## config.mk

```make
export PLATFORM = sky130hd
export DESIGN_NAME = aesl_deadlock_monitor_n
export DESIGN_NICKNAME = d
export VERILOG_FILES = /design/src/rtl/aesl_dl_pkg.sv /design/src/rtl/aesl_dl_prio_enc.sv /design/src/rtl/aesl_deadlock_monitor_n.sv
export SDC_FILE = /design/constraint.sdc
export NUM_CORES = 1
export LEC_CHECK = 0
export ABC_AREA = 1
export ABC_CLOCK_PERIOD_IN_PS = 1950
export BUFFER_PORTS_ARGS = -buffer_cell sky130_fd_sc_hd__buf_4
export CAP_MARGIN = 30
export CORE_MARGIN = 3
export CORE_UTILIZATION = 40
export DETAILED_ROUTE_END_ITERATION = 8
export HOLD_SLACK_MARGIN = 0.12
export PLACE_DENSITY = 0.68
export SKIP_CTS_REPAIR_TIMING = 1
export SYNTH_ARGS = -nofsm -noshare
export SYNTH_HDL_FRONTEND = slang
export SYNTH_SLANG_ARGS = --single-unit
```

## constraint.sdc

```tcl
create_clock -name clock -period 1.95 [get_ports clock]
set_input_delay 0.195 -clock clock [delete_from_list [all_inputs] [get_ports clock]]
set_output_delay 0.195 -clock clock [all_outputs]
set_load 0.02 [all_outputs]
```

## src/rtl/aesl_dl_pkg.sv

```systemverilog
// Shared types and helpers for the N-process deadlock monitor.
// Monitors with NPROC up to MAX_NPROC are supported by these helpers.
package aesl_dl_pkg;

    localparam int MAX_NPROC = 16;

    typedef enum logic [1:0] {
        IDLE,
        SCAN,
        DETECTED
    } dl_state_e;

    typedef struct packed {
        logic        found;
        logic [31:0] idx;
    } lowest_t;

    // Lowest set bit of vec at or above min_idx; found=0 when none qualifies.
    function automatic lowest_t lowest_set(input logic [MAX_NPROC-1:0] vec,
                                           input int                   min_idx);
        lowest_t r;
        r.found = 1'b0;
        r.idx   = '0;
        for (int i = MAX_NPROC - 1; i >= 0; i--) begin
            if (vec[i] && (i >= min_idx)) begin
                r.found = 1'b1;
                r.idx   = 32'(i);
            end
        end
        return r;
    endfunction

    // Row i of a flattened nproc x nproc wait-for matrix, upper bits zeroed.
    function automatic logic [MAX_NPROC-1:0] row(input logic [MAX_NPROC*MAX_NPROC-1:0] wf,
                                                 input int                             nproc,
                                                 input int                             i);
        logic [MAX_NPROC-1:0] r;
        r = MAX_NPROC'(wf >> (i * nproc));
        for (int j = 0; j < MAX_NPROC; j++) begin
            if (j >= nproc) r[j] = 1'b0;
        end
        return r;
    endfunction

endpackage

```

## src/rtl/aesl_dl_prio_enc.sv

```systemverilog
// Lowest-set-bit encoder with a floor: bits below i_floor are ignored.
// i_floor is one bit wider than the index so "above the last process" is expressible.
module aesl_dl_prio_enc #(
    parameter int W     = 2,
    parameter int IDX_W = 1
) (
    input  logic [W-1:0]     i_vec,
    input  logic [IDX_W:0]   i_floor,
    output logic             o_found,
    output logic [IDX_W-1:0] o_idx
);
    import aesl_dl_pkg::*;

    logic [MAX_NPROC-1:0] w_vec_ext;
    lowest_t              w_res;

    // Zero-extend the request vector to the helper's fixed width.
    // NOTE: every variable assigned in always_comb gets a default first, so no latch is inferred.
    always_comb begin
        w_vec_ext        = '0;
        w_vec_ext[W-1:0] = i_vec;
    end

    assign w_res   = lowest_set(w_vec_ext, int'(i_floor));
    assign o_found = w_res.found;
    assign o_idx   = IDX_W'(w_res.idx);

endmodule

```

## src/rtl/aesl_deadlock_monitor_n.sv

```systemverilog
// Deadlock monitor for an NPROC-process dataflow region.
// Waits for a stable non-empty blocked set, walks the wait-for graph one hop per
// cycle from each blocked candidate in turn, and reports the first cycle found.
// Optional macro AESL_DL_DISPLAY_EN prints one line per detection (simulation only).
module aesl_deadlock_monitor_n #(
    parameter int NPROC         = 2,
    parameter int STABLE_CYCLES = 4
) (
    input  logic                                       clock,
    input  logic                                       reset,
    input  logic [NPROC-1:0]                           proc_idle,
    input  logic [NPROC-1:0]                           proc_ready_pending,
    input  logic [NPROC*NPROC-1:0]                     wait_for,
    input  logic                                       clear,
    output logic                                       busy,
    output logic                                       dl_detect,
    output logic [((NPROC > 2) ? $clog2(NPROC) : 1)-1:0] dl_origin,
    output logic [NPROC-1:0]                           dl_cycle_mask
);
    import aesl_dl_pkg::*;

    localparam int IDX_W = (NPROC > 2) ? $clog2(NPROC) : 1;
    localparam int CNT_W = $clog2(STABLE_CYCLES + 1);
    localparam logic [CNT_W-1:0] CNT_MAX   = CNT_W'(STABLE_CYCLES);
    localparam logic [IDX_W-1:0] STEP_LAST = IDX_W'(NPROC - 1);

    dl_state_e          r_state, w_state_nxt;
    logic [NPROC-1:0]   r_blocked_q;
    logic [CNT_W-1:0]   r_cnt;
    logic [IDX_W-1:0]   r_origin, r_cur, r_step;
    logic [NPROC-1:0]   r_visited;
    logic [IDX_W-1:0]   r_dl_origin;
    logic [NPROC-1:0]   r_dl_cycle_mask;

    logic [NPROC-1:0]   w_blocked, w_row, w_edges;
    logic [MAX_NPROC*MAX_NPROC-1:0] w_wf_ext;
    logic               w_stable, w_changed, w_advance;
    logic               w_nxt_found, w_cand_found;
    logic [IDX_W-1:0]   w_nxt_idx, w_cand_idx;
    logic [IDX_W:0]     w_cand_floor;

    // When every process is pending the region is draining, so nothing counts as blocked.
    assign w_blocked = proc_idle & proc_ready_pending & ~{NPROC{&proc_ready_pending}};
    assign w_changed = (w_blocked != r_blocked_q);
    assign w_stable  = !w_changed && (|w_blocked);

    // Widen the wait-for matrix to the helper's fixed width.
    always_comb begin
        w_wf_ext                  = '0;
        w_wf_ext[NPROC*NPROC-1:0] = wait_for;
    end

    // Valid outgoing edges of the current walk node: blocked targets, no self loop.
    assign w_row   = NPROC'(row(w_wf_ext, NPROC, int'(r_cur)));
    assign w_edges = w_row & w_blocked & ~(NPROC'(1) << r_cur);

    // In IDLE the candidate is the lowest blocked process; in SCAN the next one above origin.
    assign w_cand_floor = (r_state == IDLE) ? '0 : ((IDX_W+1)'(r_origin) + (IDX_W+1)'(1));

    aesl_dl_prio_enc #(.W(NPROC), .IDX_W(IDX_W)) u_nxt_enc (
        .i_vec   (w_edges),
        .i_floor ('0),
        .o_found (w_nxt_found),
        .o_idx   (w_nxt_idx)
    );

    aesl_dl_prio_enc #(.W(NPROC), .IDX_W(IDX_W)) u_cand_enc (
        .i_vec   (w_blocked),
        .i_floor (w_cand_floor),
        .o_found (w_cand_found),
        .o_idx   (w_cand_idx)
    );

    // Take one more hop: an edge exists, it does not close the cycle, and the hop budget remains.
    assign w_advance = w_nxt_found && (w_nxt_idx != r_origin) && (r_step != STEP_LAST);

    // FSM state register.
    // NOTE: sequential state uses non-blocking assignments so every flop samples pre-edge values.
    always_ff @(posedge clock) begin
        if (reset) r_state <= IDLE;
        else       r_state <= w_state_nxt;
    end

    // FSM next-state logic; closing the cycle takes priority over exhausting the hop budget.
    always_comb begin
        w_state_nxt = r_state;
        case (r_state)
            IDLE: begin
                if (!clear && (r_cnt == CNT_MAX) && w_cand_found) w_state_nxt = SCAN;
            end
            SCAN: begin
                if (clear || w_changed)                        w_state_nxt = IDLE;
                else if (w_nxt_found && w_nxt_idx == r_origin) w_state_nxt = DETECTED;
                else if (!w_advance && !w_cand_found)          w_state_nxt = IDLE;
            end
            DETECTED: begin
                if (clear) w_state_nxt = IDLE;
            end
            default: w_state_nxt = IDLE;
        endcase
    end

    // FSM outputs.
    always_comb begin
        busy          = (r_state == SCAN);
        dl_detect     = (r_state == DETECTED);
        dl_origin     = r_dl_origin;
        dl_cycle_mask = r_dl_cycle_mask;
    end

    // Stability tracking: counter restarts on any change, on clear and outside IDLE.
    always_ff @(posedge clock) begin
        if (reset) begin
            r_blocked_q <= '0;
            r_cnt       <= '0;
        end else begin
            r_blocked_q <= w_blocked;
            if (r_state != IDLE || clear || !w_stable) r_cnt <= '0;
            else if (r_cnt != CNT_MAX)                 r_cnt <= r_cnt + CNT_W'(1);
        end
    end

    // Graph walk: load a fresh candidate or take one hop along the lowest-index edge.
    always_ff @(posedge clock) begin
        if (reset) begin
            r_origin  <= '0;
            r_cur     <= '0;
            r_step    <= '0;
            r_visited <= '0;
        end else if (w_state_nxt == SCAN) begin
            if (r_state == SCAN && w_advance) begin
                r_cur     <= w_nxt_idx;
                r_visited <= r_visited | (NPROC'(1) << w_nxt_idx);
                r_step    <= r_step + IDX_W'(1);
            end else begin
                r_origin  <= w_cand_idx;
                r_cur     <= w_cand_idx;
                r_visited <= NPROC'(1) << w_cand_idx;
                r_step    <= '0;
            end
        end
    end

    // Report registers: latched on entry to DETECTED, held there, zero otherwise.
    always_ff @(posedge clock) begin
        if (reset) begin
            r_dl_origin     <= '0;
            r_dl_cycle_mask <= '0;
        end else if (w_state_nxt == DETECTED) begin
            if (r_state == SCAN) begin
                r_dl_origin     <= r_origin;
                r_dl_cycle_mask <= r_visited;
            end
        end else begin
            r_dl_origin     <= '0;
            r_dl_cycle_mask <= '0;
        end
    end

`ifdef AESL_DL_DISPLAY_EN
    string r_members;

    // One report line on the edge that enters DETECTED.
    always @(posedge clock) begin
        if (!reset && r_state == SCAN && w_state_nxt == DETECTED) begin
            r_members = "";
            for (int i = 0; i < NPROC; i++) begin
                if (r_visited[i]) r_members = {r_members, $sformatf(" %0d", i)};
            end
            $display("%0t aesl_deadlock_monitor_n: deadlock origin=%0d cycle_mask=%b members:%s",
                     $time, r_origin, r_visited, r_members);
        end
    end
`endif

endmodule

```

# == Word level (Yosys, flattened, before mapping) ==
# Index checks and enable logic that the tools add are counted.
# op_classes
addsub,3
n_lt_le_gt_ge,2
eq_ne,9
shift,4
mux,14
n_bitwise,10
n_reduce_logical,25
# ops
operator,n
$mux 33,4
$mux 2,7
$logic_and 1x1->1,10
$and 2x2->2,4
$pmux 2 s3,1
$reduce_or 2->1,3
$shl 1x1->2 const A,3
$logic_not 1->1,5
$eq 2x1->1 const B,2
$eq 2x2->1 const B,2
$ge 1x2->1 const A,2
$not 2->2,2
$reduce_and 2->1,2
$shr 4x2->2,1
$add 3x1->3 const B,1
$eq 3x3->1 const B,1
$logic_or 1x1->1,3
$ne 3x3->1 const B,1
$not 1->1,3
$add 1x1->2 const B,1
$logic_not 2->1,1
$mux 1,2
$ne 2x2->1,1
$or 2x2->2,1
4 further kinds,4
# totals
reg_bits,15
inputBits,11

# == Longest topological paths before layout ==
# Gate-level depths: netlist (run 1).
# depth
word_depth,19
depth_mapped,14

# == Cells and area by module ==
# Synthesis (run 1) repeated with hierarchy kept, for this count alone.
# hier_totals
hier_cells,129
area_unflattened_um2,864.6
# modules_own_cells
mod,instances,cells_per_inst,area_per_inst_um2
aesl_deadlock_monitor_n,1,117,817.0
aesl_dl_prio_enc,2,6,23.8

# == Least setup slack after synthesis (run 1) ==
# No wires, ideal clock.
# synth_path
path_type,flip-flop to flip-flop
startpoint,register r_state[0]
endpoint,register r_visited[1]
setup_time_ns,0.119
arrival_ns,1.293
required_time_ns,1.831
slack_ns,0.538
stages_incl_launch_ff,10
cell_sequence,dfxtp_1 -> inv_1 -> nor2_2 -> nand4_1 -> nor2_1 -> nand2_1 -> nand2_4 -> clkinv_2 -> nand2_1 -> a21oi_1
# synth_via
elab_cells_between_ends,23
# synth_rtl
element,line,source
from (decl),aesl_deadlock_monitor_n.sv:27,"dl_state_e r_state, w_state_nxt;"
from (signal assigned),aesl_deadlock_monitor_n.sv:81,else r_state <= w_state_nxt;
$eq 2x1->1 (*),--,
named net busy,aesl_deadlock_monitor_n.sv:15,"output logic busy,"
$pmux 2 s3 / $logic_and 1x1->1 (equally long branches),"aesl_deadlock_monitor_n.sv:87, aesl_deadlock_monitor_n.sv:131",
$eq 2x1->1 / $mux 2 (equally long branches),"aesl_deadlock_monitor_n.sv:130, aesl_deadlock_monitor_n.sv:131",
to (signal assigned),aesl_deadlock_monitor_n.sv:133,r_visited <= r_visited | (NPROC'(1) << w_nxt_idx);
to (signal assigned),aesl_deadlock_monitor_n.sv:138,r_visited <= NPROC'(1) << w_cand_idx;
to (decl),aesl_deadlock_monitor_n.sv:31,logic [NPROC-1:0] r_visited;
# The timed path passes the listed nets; every way through them passes the cells marked *.
# A chain may end at the register's enable or synchronous reset.

# == Worst setup path after layout (run 1) ==
# layout_path
startpoint,register r_state[0]
endpoint,register r_visited[0]
# layout_via
elab_chain_len,13
elab_cells_between_ends,23
# layout_rtl
element,line,source
$logic_not 2->1,"aesl_deadlock_monitor_n.sv:58, aesl_deadlock_monitor_n.sv:87",
$mux 2,aesl_deadlock_monitor_n.sv:58,assign w_cand_floor = (r_state == IDLE) ? '0 : ((IDX_W+1)'(r_origin) + (IDX_W+1)'(1));
$ge 1x2->1,aesl_dl_pkg.sv:25,if (vec[i] && (i >= min_idx)) begin
$logic_and 1x1->1,aesl_dl_pkg.sv:25,
$mux 33 (2 in a row),aesl_dl_pkg.sv:25,
$logic_not 1->1,aesl_deadlock_monitor_n.sv:94,else if (!w_advance && !w_cand_found) w_state_nxt = IDLE;
$logic_and 1x1->1,aesl_deadlock_monitor_n.sv:94,
$mux 2,aesl_deadlock_monitor_n.sv:94,
$mux 2,aesl_deadlock_monitor_n.sv:93,else if (w_nxt_found && w_nxt_idx == r_origin) w_state_nxt = DETECTED;
$mux 2,aesl_deadlock_monitor_n.sv:92,if (clear || w_changed) w_state_nxt = IDLE;
$pmux 2 s3,aesl_deadlock_monitor_n.sv:87,case (r_state)
$eq 2x1->1,aesl_deadlock_monitor_n.sv:130,end else if (w_state_nxt == SCAN) begin
# Parallel ways exist; a longest one is shown, timed or not.

==> metrics.log, run 1 <==
[metrics] outcome: finished clean
[metrics] final slew viol count: 0
[metrics] unrepaired setup endpoints after global routing: false
[metrics] post-route design area: 972 sq um
[metrics] I/O pin count: 16
[metrics] fraction of final layout cells sized beyond drive strength 1: 0.212
[metrics] clock tree from TritonCTS: yes
[metrics] maximum count of clock buffers along a single path: 2
[metrics] slowest CP cell: sky130_fd_sc_hd__dfxtp_1
[metrics] final wirelength: 1.54 mm
[metrics] destination of the worst hold path: r_blocked_q[0]
[metrics] startpoint of the lowest-slack hold path: proc_idle[0]
[metrics] die footprint: 2590 sq um
[metrics] GPL Wtd Cong: 0.792
[metrics] placeable core region: 1820 sq um
[metrics] clock root buffer: sky130_fd_sc_hd__clkbuf_4
[metrics] worst min path class: primary input to flip-flop
[metrics] Mapped Avg Cell Area: 6.78 sq um
[metrics] most frequent cells in the layout: sky130_fd_sc_hd__nand2_1, sky130_fd_sc_hd__inv_1, sky130_fd_sc_hd__nor2_1
[metrics] final period demand of the worst path: 1.48 ns
[metrics] post-synth cell types: 23
[metrics] data required time at the worst endpoint: 2.17 ns
[metrics] worst slew margin relative to its limit: 0.769
[metrics] maximum number of pins on one net before global-route repair: 9
[metrics] #FFs+latches synth: 15
[metrics] final standard cell count with taps included and fillers excluded: 162
[metrics] cell depth of the worst min-delay path: 3
[metrics] warnings from Yosys: 0
[metrics] PortBufs: 13
[metrics] global route overflow: 0
[metrics] placed instance count: 157
[metrics] worst-case reg-to-reg path depth: 8
[metrics] Final Hold Violating Endpoints: 0
[metrics] Die Ht: 50.9 microns
[metrics] final total negative setup slack: 0 ns
[metrics] detailed-route via count: 726
[metrics] final setup skew: 0.00737 ns
[metrics] via density per instance: 4.48
[metrics] startpoint of the lowest-slack register-to-register path: r_state[0]
[metrics] post-synth net total: 132
[metrics] Detail Placement HPWL: 1.22 mm
[metrics] endpoints failing setup: 0
[metrics] first-pass GRT wire length: 2.83 mm
[metrics] maximum level of the CTS H-tree: 1
[metrics] DR pass1 iterations: 4
[metrics] antenna-violating nets left: 0
[metrics] clk sinks: 15
[metrics] part of the cycle the worst path needs: 0.758
[metrics] Worst Tran Pin Value: 0.346 ns
[metrics] worst setup path start: r_state[0]
[metrics] post-detailed-route DRC marker count: 0
[metrics] Clk Latency, worst-skew pair: 0.28 ns
[metrics] GRT Resource Usage Total: 0.142
[metrics] crit start category: flip-flop
[metrics] Starting DRT DRC Count: 3
[metrics] horizontal extent of the die: 50.9 microns
[metrics] Cells after Synth: 119
[metrics] DP Area: 936 sq um
[metrics] number of global-route vias before repair: 669
[metrics] FF-to-FF End: r_visited[0]
[metrics] share of synthesized area occupied by flip-flops and latches: 0.372
[metrics] commonest non-fill, non-tap cell in the layout: sky130_fd_sc_hd__nand2_1
[metrics] detail-routed net length per standard cell: 9.51 microns
[metrics] Area Overhead vs Synth: 20.5%
[metrics] critical path start-end classification: flip-flop to flip-flop
[metrics] initial standard-cell utilization of the core: 0.443
[metrics] largest stage delay on the critical path: 0.36 ns
[metrics] arrival time at the worst endpoint: 1.70 ns
[metrics] clock transition at the register clock pins on the worst setup and hold paths after CTS: 0.09 ns
[metrics] number of maximum-capacitance constraint violations: 0
[metrics] clock buffers created by TritonCTS: 3
[metrics] worst ir drop on vdd: 0.421 mV
[metrics] antenna cell count: 0
[metrics] power per unit of standard cell area: 547 nW/um^2
[metrics] critical path endpoint category: flip-flop
[metrics] Static Leakage: 0.437 nW
[metrics] Post-Synthesis Cell Area: 807 sq um
[metrics] maximum fanout along the worst path: 8
[metrics] Std-Cell Rows: 15
[metrics] antenna violations before repair: 0
[metrics] nets@finish: 151
[metrics] achievable frequency: 677 MHz
[metrics] worst reg2reg setup slack: 0.47 ns
[metrics] chain of cells forming the critical path: inv_1 -> nor2_2 -> nand4_1 -> nor2_1 -> nand2_1 -> nand2_4 -> o21ai_0 -> a21oi_2
==> critical path: cells and delay by family, from the launching register on <==
kind / cells / cell delay, ns
and+or+nand+nor: 5 / 0.74
AOI/OAI and AO/OA: 2 / 0.26
buffers and inverters: 1 / 0.06
DFF: 1 / 0.36
==> worst max-delay path by stage <==
stage,to,cells past startpoint
2_1_floorplan,r_visited[1],9
3_3_place_gp,r_visited[0],9
3_5_place_dp,r_visited[0],8
4_1_cts,r_visited[0],8
5_1_grt,dl_cycle_mask[1],11
6_report,r_visited[0],8
==> metal layers <==
metal / routed length (microns) / share of wire / track usage
met1: 756 / 0.49 / 0.178
met3: 47 / 0.031 / 0.0466
met4: 0 / 0 / 0.0404
met2: 737 / 0.48 / 0.230
met5: 0 / 0 / 0
==> cell families after synthesis <==
| logic type | count (synthesis) | synth area share |
|---|---|---|
| flip-flops | 15 | 0.372 |
| XOR/XNOR | 2 | 0.0217 |
| multiplexers | 1 | 0.0124 |
| adder cells (fa/ha/maj) | 2 | 0.0310 |
| AND/OR/NAND/NOR | 62 | 0.361 |
| AO/OA/AOI/OAI | 15 | 0.0977 |
| buffers and inverters | 22 | 0.104 |
==> sequential cells by signal (all words and copies together), names as in the netlist <==
signal,flops
dl_cycle_mask,2
r_origin,1
r_state,2
r_visited,2
r_blocked_q,2
r_cnt,3
r_cur,1
r_step,1
dl_origin,1
==> cells in the mapped netlist (all sizes together) <==
| cell type | n | area share |
|---|---|---|
| xnor2 | 1 | 0.011 |
| a21oi | 10 | 0.067 |
| nand2 | 32 | 0.17 |
| nand4 | 4 | 0.031 |
| inv | 21 | 0.098 |
| dfxtp | 15 | 0.37 |
| nor2 | 20 | 0.11 |
| clkinv | 1 | 0.0062 |
| nor3 | 1 | 0.0062 |
| xor2 | 1 | 0.011 |
| nand3 | 4 | 0.037 |
| mux2i | 1 | 0.012 |
| and2 | 1 | 0.011 |
| o21ai | 5 | 0.031 |
| ha | 2 | 0.031 |
==> final cells by class <==
cell class | count | area (sq um)
clock buffer | 4 | 26.3
fill | 182 | 848
inverter | 22 | 83.8
multi-input combinational | 82 | 423
sequential | 15 | 300
tap | 25 | 31.3
timing repair buffer | 14 | 108
==> per-stage QoR <==
stage	worst slack, ns	util	total power [mW]	hold slack (ns)
3_3_place_gp	0.489	0.514	0.360	0.421
4_1_cts	0.451	0.529	0.539	0.118
2_1_floorplan	0.538	-	0.340	0.264
5_1_grt	0.236	0.534	0.563	0.253
6_report	0.472	0.534	0.532	0.234
3_5_place_dp	0.467	0.514	0.362	0.423
==> where the power goes <==
part | switching (mW) | internal [mW]
clock network | 0.0961 | 0.0794
logic | 0.0259 | 0.0215
registers | 0.000849 | 0.308
total | 0.123 | 0.409
Power figures use the tool's default switching activity.
==> run 2, diff against run 1 <==
--- a/config.mk
+++ b/config.mk
@@ -5,8 +5,8 @@
 export SDC_FILE = /design/constraint.sdc
 export NUM_CORES = 1
 export LEC_CHECK = 0
-export ABC_AREA = 1
-export ABC_CLOCK_PERIOD_IN_PS = 1950
+export ABC_AREA = 0
+export ABC_CLOCK_PERIOD_IN_PS = 1500
 export BUFFER_PORTS_ARGS = -buffer_cell sky130_fd_sc_hd__buf_4
 export CAP_MARGIN = 30
 export CORE_MARGIN = 3
==> constraint.sdc (replaced) <==
create_clock -name clock -period 1.5 [get_ports clock]
set_input_delay 0.15 -clock clock [delete_from_list [all_inputs] [get_ports clock]]
set_output_delay 0.15 -clock clock [all_outputs]
set_load 0.02 [all_outputs]
==> metrics.log, run 2 <==
[metrics] register with the most flip-flops: r_cnt
[metrics] outcome: finished with violations
[metrics] placeable core region: 1820 sq um
[metrics] unrepaired setup endpoints after global routing: true
[metrics] switching power total: 160 uW
[metrics] post-synth cell types: 35
[metrics] Worst Tran Pin Value: 0.361 ns
[metrics] Post-synth ARST share: 0
[metrics] FF-to-FF End: r_visited[0]
[metrics] critical path start-end classification: flip-flop to flip-flop
[metrics] Std-Cell Rows: 15
[metrics] post-detailed-route DRC marker count: 0
[metrics] achievable frequency: 581 MHz
[metrics] Static Leakage: 0.528 nW
[metrics] Mapped Avg Cell Area: 8.91 sq um
[metrics] PortBufs: 13
[metrics] initial standard-cell utilization of the core: 0.445
[metrics] worst-case reg-to-reg path depth: 6
[metrics] global route overflow: 0
[metrics] crit start category: flip-flop
[metrics] detailed-route via count: 783
[metrics] max reg flops: 3
[metrics] maximum number of pins on one net before global-route repair: 12
[metrics] most frequent cells in the layout: sky130_fd_sc_hd__buf_4, sky130_fd_sc_hd__dfxtp_1, sky130_fd_sc_hd__nand2_1
[metrics] share of synthesized area occupied by flip-flops and latches: 0.370
[metrics] area share of the largest cell type after synthesis: 0.370
[metrics] clock tree from TritonCTS: yes
[metrics] failing checks: negative setup slack
[metrics] antenna-violating nets left: 0
[metrics] Clk Latency, worst-skew pair: 0.28 ns
[metrics] largest cells by area after synthesis: sky130_fd_sc_hd__dfxtp_1, sky130_fd_sc_hd__nand2_1, sky130_fd_sc_hd__a311oi_1, sky130_fd_sc_hd__nor2_1, sky130_fd_sc_hd__nand2b_1
[metrics] clock root buffer: sky130_fd_sc_hd__clkbuf_4
[metrics] startpoint of the lowest-slack register-to-register path: r_state[1]
[metrics] clock transition at the register clock pins on the worst setup and hold paths after CTS: 0.09 ns
[metrics] Die Ht: 51.0 microns
[metrics] part of the cycle the worst path needs: 1.15
[metrics] detail-routed net length per standard cell: 11.9 microns
[metrics] maximum level of the CTS H-tree: 1
[metrics] power per unit of standard cell area: 582 nW/um^2
[metrics] final hold slack: 0.231 ns
[metrics] Area Overhead vs Synth: 48.0%
[metrics] destination of the worst hold path: r_state[1]
[metrics] #FFs+latches synth: 15
[metrics] Cells after Synth: 91
[metrics] GPL Wtd Cong: 0.769
[metrics] first-pass GRT wire length: 3.11 mm
[metrics] antenna violations before repair: 0
[metrics] final period demand of the worst path: 1.72 ns
[metrics] maximum count of clock buffers along a single path: 2
[metrics] Starting DRT DRC Count: 12
[metrics] nets@finish: 146
[metrics] critical path endpoint category: flip-flop
[metrics] most frequently used cell type in the post-synthesis netlist: sky130_fd_sc_hd__dfxtp_1
[metrics] synth cell count leaders: sky130_fd_sc_hd__dfxtp_1, sky130_fd_sc_hd__nand2_1, sky130_fd_sc_hd__nor2_1, sky130_fd_sc_hd__nand2b_1
[metrics] I/O pin count: 16
[metrics] GRT Resource Usage Total: 0.159
[metrics] worst reg2reg setup slack: -0.22 ns
[metrics] Post-Place Worst Slack: -0.201 ns
[metrics] clk sinks: 15
[metrics] Yosys top cell by area: sky130_fd_sc_hd__dfxtp_1
[metrics] Post-Synthesis Cell Area: 811 sq um
[metrics] cell depth of the worst min-delay path: 4
[metrics] Int Pwr: 538 uW
[metrics] final setup skew: 0.00333 ns
[metrics] most common flop cell mapped by yosys: sky130_fd_sc_hd__dfxtp_1
[metrics] worst min path class: primary input to flip-flop
[metrics] Sw Ratio: 0.230
[metrics] number of maximum-capacitance constraint violations: 0
[metrics] arrival time at the worst endpoint: 1.91 ns
[metrics] startpoint of the lowest-slack hold path: clear
[metrics] data required time at the worst endpoint: 1.69 ns
[metrics] warnings from Yosys: 0
[metrics] final total negative setup slack: -0.945 ns
[metrics] part of the total power dissipated in combinational logic: 0.104
[metrics] clock buffers created by TritonCTS: 3
[metrics] number of global-route vias before repair: 794
[metrics] fraction of final layout cells sized beyond drive strength 1: 0.424
[metrics] worst slew margin relative to its limit: 0.757
[metrics] antenna cell count: 0
[metrics] horizontal extent of the die: 51.0 microns
[metrics] post-synth net total: 104
[metrics] maximum fanout along the worst path: 4
[metrics] final wirelength: 1.87 mm
[metrics] sequential cell fraction of total power: 0.573
[metrics] Tot Pwr: 698 uW
[metrics] Final Hold Violating Endpoints: 0
[metrics] endpoints failing setup: 6
[metrics] via density per instance: 4.99
[metrics] number of enable flip-flop cells after synthesis: 0
[metrics] Clock Power Share: 0.323
[metrics] DR pass1 iterations: 4
[metrics] final slew viol count: 0
[metrics] final worst slack: -0.220 ns
[metrics] commonest non-fill, non-tap cell in the layout: sky130_fd_sc_hd__buf_4
[metrics] Detail Placement HPWL: 1.44 mm
[metrics] worst ir drop on vdd: 0.539 mV
[metrics] die footprint: 2600 sq um
-- run 2: cell types whose count changed in the layout (fill, tap and decap cells not counted), moves of 3 or more --
cell	delta
sky130_fd_sc_hd__nand2_1	-17
sky130_fd_sc_hd__o21ai_0	-3
sky130_fd_sc_hd__nor2_1	-9
sky130_fd_sc_hd__nand2b_1	+4
sky130_fd_sc_hd__nand3b_1	+3
sky130_fd_sc_hd__a21oi_1	-5
sky130_fd_sc_hd__nor2b_1	+3
sky130_fd_sc_hd__a311oi_1	+4
sky130_fd_sc_hd__nand2_2	-3
sky130_fd_sc_hd__nand4_1	-4
sky130_fd_sc_hd__inv_1	-16
sky130_fd_sc_hd__buf_4	+24
-- run 2: layout make-up --
type,count,area (sq um)
Clock buffer,3,22.5
Clock inverter,1,5.00
Fill cell,161,621
Inverter,5,18.8
Multi-Input combinational cell,70,532
Sequential cell,15,303
Tap cell,25,31.3
Timing Repair Buffer,38,288
-- run 2: critical path, cell delays in order, from the launching register on --
cell,delay (ns)
sky130_fd_sc_hd__dfxtp_1,0.32
sky130_fd_sc_hd__or2_4,0.25
sky130_fd_sc_hd__a21o_1,0.19
sky130_fd_sc_hd__a311oi_4,0.39
sky130_fd_sc_hd__buf_4,0.18
sky130_fd_sc_hd__a311oi_1,0.08
sky130_fd_sc_hd__a311oi_1,0.22
-- run 2: per-layer routing --
metal | wire length [microns] | GRT usage
met1 | 824 | 0.178
met2 | 989 | 0.292
met3 | 53 | 0.0525
met4 | 0 | 0.0269
met5 | 0 | 0
-- run 2: power by group through the flow --
stage,registers (mW),clock network (mW),logic (mW)
after floorplan,0.409,0,0.0296
after global placement,0.410,0,0.0645
after detailed placement,0.410,0,0.0657
after CTS,0.400,0.235,0.0660
after global routing,0.401,0.254,0.0793
final,0.400,0.225,0.0724
-- run 2: worst max-delay path by stage --
stage	startpoint	endpoint	slack, ns	depth (start not counted)
2_1_floorplan	r_state[1]	r_step	-0.17	5
3_3_place_gp	proc_idle[1]	r_visited[1]	-0.15	7
3_5_place_dp	r_cur	r_visited[0]	-0.20	6
4_1_cts	r_cur	r_visited[0]	-0.24	6
5_1_grt	r_state[1]	r_visited[1]	-0.34	6
6_report	r_state[1]	r_visited[0]	-0.22	6
-- run 2: per-stage QoR --
step	util	cell area [sq um]	std cells
floorplan	-	827	91
global placement	0.618	1120	151
detailed placement	0.618	1120	151
CTS	0.633	1150	155
global route	0.659	1200	157
finish	0.659	1200	157
-- run 2: kinds of logic (layout without fill, tap and decap cells) --
| logic type | count (synthesis) | after routing | synth area share |
|---|---|---|---|
| AO/OA/AOI/OAI | 21 | 21 | 0.227 |
| adder cells (fa/ha/maj) | 2 | 2 | 0.0309 |
| multiplexers | 3 | 3 | 0.0432 |
| buffers and inverters | 6 | 47 | 0.0278 |
| AND/OR/NAND/NOR | 43 | 43 | 0.290 |
| XOR/XNOR | 1 | 1 | 0.0108 |
| flip-flops | 15 | 15 | 0.370 |
==> run 3, diff against run 2 <==
==> constraint.sdc (replaced) <==
create_clock -name clock -period 1.5 [get_ports clock]
set_input_delay 0.225 -clock clock [delete_from_list [all_inputs] [get_ports clock]]
set_output_delay 0.225 -clock clock [all_outputs]
set_load 0.02 [all_outputs]
==> metrics.log, run 3 (synthesis results as in run 2) <==
[metrics] GPL Wtd Cong: 0.767
[metrics] final period demand of the worst path: 1.71 ns
[metrics] Worst Tran Pin Value: 0.375 ns
[metrics] final worst slack: -0.210 ns
[metrics] detail-routed net length per standard cell: 11.4 microns
[metrics] worst reg2reg setup slack: -0.21 ns
[metrics] destination of the worst hold path: r_state[0]
[metrics] initial standard-cell utilization of the core: 0.445
[metrics] failing checks: negative setup slack
[metrics] worst min path class: primary input to flip-flop
[metrics] outcome: finished with violations
[metrics] Static Leakage: 0.526 nW
[metrics] first-pass GRT wire length: 3.19 mm
[metrics] Std-Cell Rows: 15
[metrics] power per unit of standard cell area: 587 nW/um^2
[metrics] clk sinks: 15
[metrics] clock tree from TritonCTS: yes
[metrics] Clk Latency, worst-skew pair: 0.29 ns
[metrics] data required time at the worst endpoint: 1.70 ns
[metrics] Starting DRT DRC Count: 2
[metrics] PortBufs: 13
[metrics] horizontal extent of the die: 51.0 microns
[metrics] global route overflow: 0
[metrics] unrepaired setup endpoints after global routing: true
[metrics] post-detailed-route DRC marker count: 0
[metrics] Post-Place Worst Slack: -0.268 ns
[metrics] DR pass1 iterations: 3
[metrics] number of global-route vias before repair: 796
[metrics] number of inserted filler cells in the final layout: 165
[metrics] Final Hold Violating Endpoints: 0
[metrics] Detail Placement HPWL: 1.44 mm
[metrics] antenna cell count: 0
[metrics] antenna-violating nets left: 0
[metrics] register with the most flip-flops: r_cnt
[metrics] clock root buffer: sky130_fd_sc_hd__clkbuf_4
[metrics] Die Ht: 51.0 microns
[metrics] post-route design area: 1210 sq um
[metrics] final standard cell count with taps included and fillers excluded: 157
[metrics] DP Area: 1120 sq um
[metrics] placed instance count: 151
[metrics] critical path endpoint category: flip-flop
[metrics] cell depth of the worst min-delay path: 2
[metrics] arrival time at the worst endpoint: 1.91 ns
[metrics] maximum level of the CTS H-tree: 1
[metrics] number of maximum-capacitance constraint violations: 0
[metrics] placeable core region: 1820 sq um
[metrics] worst slew margin relative to its limit: 0.748
[metrics] I/O pin count: 16
[metrics] crit start category: flip-flop
[metrics] detailed-route via count: 784
[metrics] startpoint of the lowest-slack register-to-register path: r_state[1]
[metrics] Sequential Area: 303 sq um
[metrics] antenna violations before repair: 0
[metrics] maximum number of pins on one net before global-route repair: 12
[metrics] most frequent cells in the layout: sky130_fd_sc_hd__buf_4, sky130_fd_sc_hd__dfxtp_1, sky130_fd_sc_hd__nand2_1
[metrics] via density per instance: 4.99
[metrics] maximum count of clock buffers along a single path: 2
[metrics] clock buffers created by TritonCTS: 3
[metrics] final wirelength: 1.79 mm
[metrics] worst-case reg-to-reg path depth: 6
[metrics] maximum fanout along the worst path: 3
[metrics] footprint of the multi-input gates: 537 sq um
[metrics] Area Overhead vs Synth: 48.8%
[metrics] max reg flops: 3
[metrics] final hold slack: 0.173 ns
[metrics] final setup skew: 0.00292 ns
[metrics] worst ir drop on vdd: 0.500 mV
[metrics] nets@finish: 146
[metrics] part of the cycle the worst path needs: 1.14
[metrics] FF-to-FF End: r_visited[0]
[metrics] die footprint: 2600 sq um
[metrics] achievable frequency: 585 MHz
[metrics] commonest non-fill, non-tap cell in the layout: sky130_fd_sc_hd__buf_4
[metrics] clock transition at the register clock pins on the worst setup and hold paths after CTS: 0.09 ns
[metrics] GRT Resource Usage Total: 0.166
[metrics] fraction of final layout cells sized beyond drive strength 1: 0.439
[metrics] startpoint of the lowest-slack hold path: reset
[metrics] final core utilization: 0.663
[metrics] critical path start-end classification: flip-flop to flip-flop
[metrics] final slew viol count: 0
[metrics] endpoints failing setup: 6
-- run 3: routing by layer --
layer  up-vias  track usage  share of wire
met5         -            0              0
met3         5       0.0350          0.024
met2         6        0.266           0.50
met4         0       0.0942          0.023
met1       363        0.203           0.45
li1        410            -              -
-- run 3: cell type report --
class,instances,area share
Multi-Input combinational cell,70,0.445
Sequential cell,15,0.251
Timing Repair Buffer,38,0.240
Tap cell,25,0.0259
Clock buffer,3,0.0187
Inverter,5,0.0156
Clock inverter,1,0.00415
-- run 3: report_power, final --
part	leakage [nW]	internal, mW	switching, mW
clock network	0.0177	0.0992	0.135
registers	0.122	0.399	0.00110
logic	0.387	0.0404	0.0325
total	0.526	0.539	0.169
-- run 3: worst max-delay path by stage --
stage | startpoint | to | cells past startpoint
4_1_cts | r_state[1] | r_visited[1] | 6
2_1_floorplan | r_state[1] | r_step | 5
5_1_grt | r_state[1] | r_visited[0] | 6
3_5_place_dp | proc_ready_pending[0] | r_visited[1] | 7
3_3_place_gp | proc_ready_pending[0] | r_visited[0] | 7
6_report | r_state[1] | r_visited[0] | 6
-- run 3: per-stage QoR --
step / TNS [ns] / power [mW]
6_report: -0.753 / 0.708
5_1_grt: -1.29 / 0.745
4_1_cts: -1.34 / 0.711
3_5_place_dp: -1.71 / 0.476
3_3_place_gp: -1.45 / 0.475
2_1_floorplan: -0.234 / 0.439
-- run 3: worst max-delay path, cell delays in order, from the launching register on --
cell and delay [ns]:
sky130_fd_sc_hd__dfxtp_1 0.32, sky130_fd_sc_hd__or2_4 0.25, sky130_fd_sc_hd__a21o_1 0.19, sky130_fd_sc_hd__a311oi_4 0.35
sky130_fd_sc_hd__buf_4 0.17, sky130_fd_sc_hd__a311oi_1 0.08, sky130_fd_sc_hd__a311oi_1 0.25
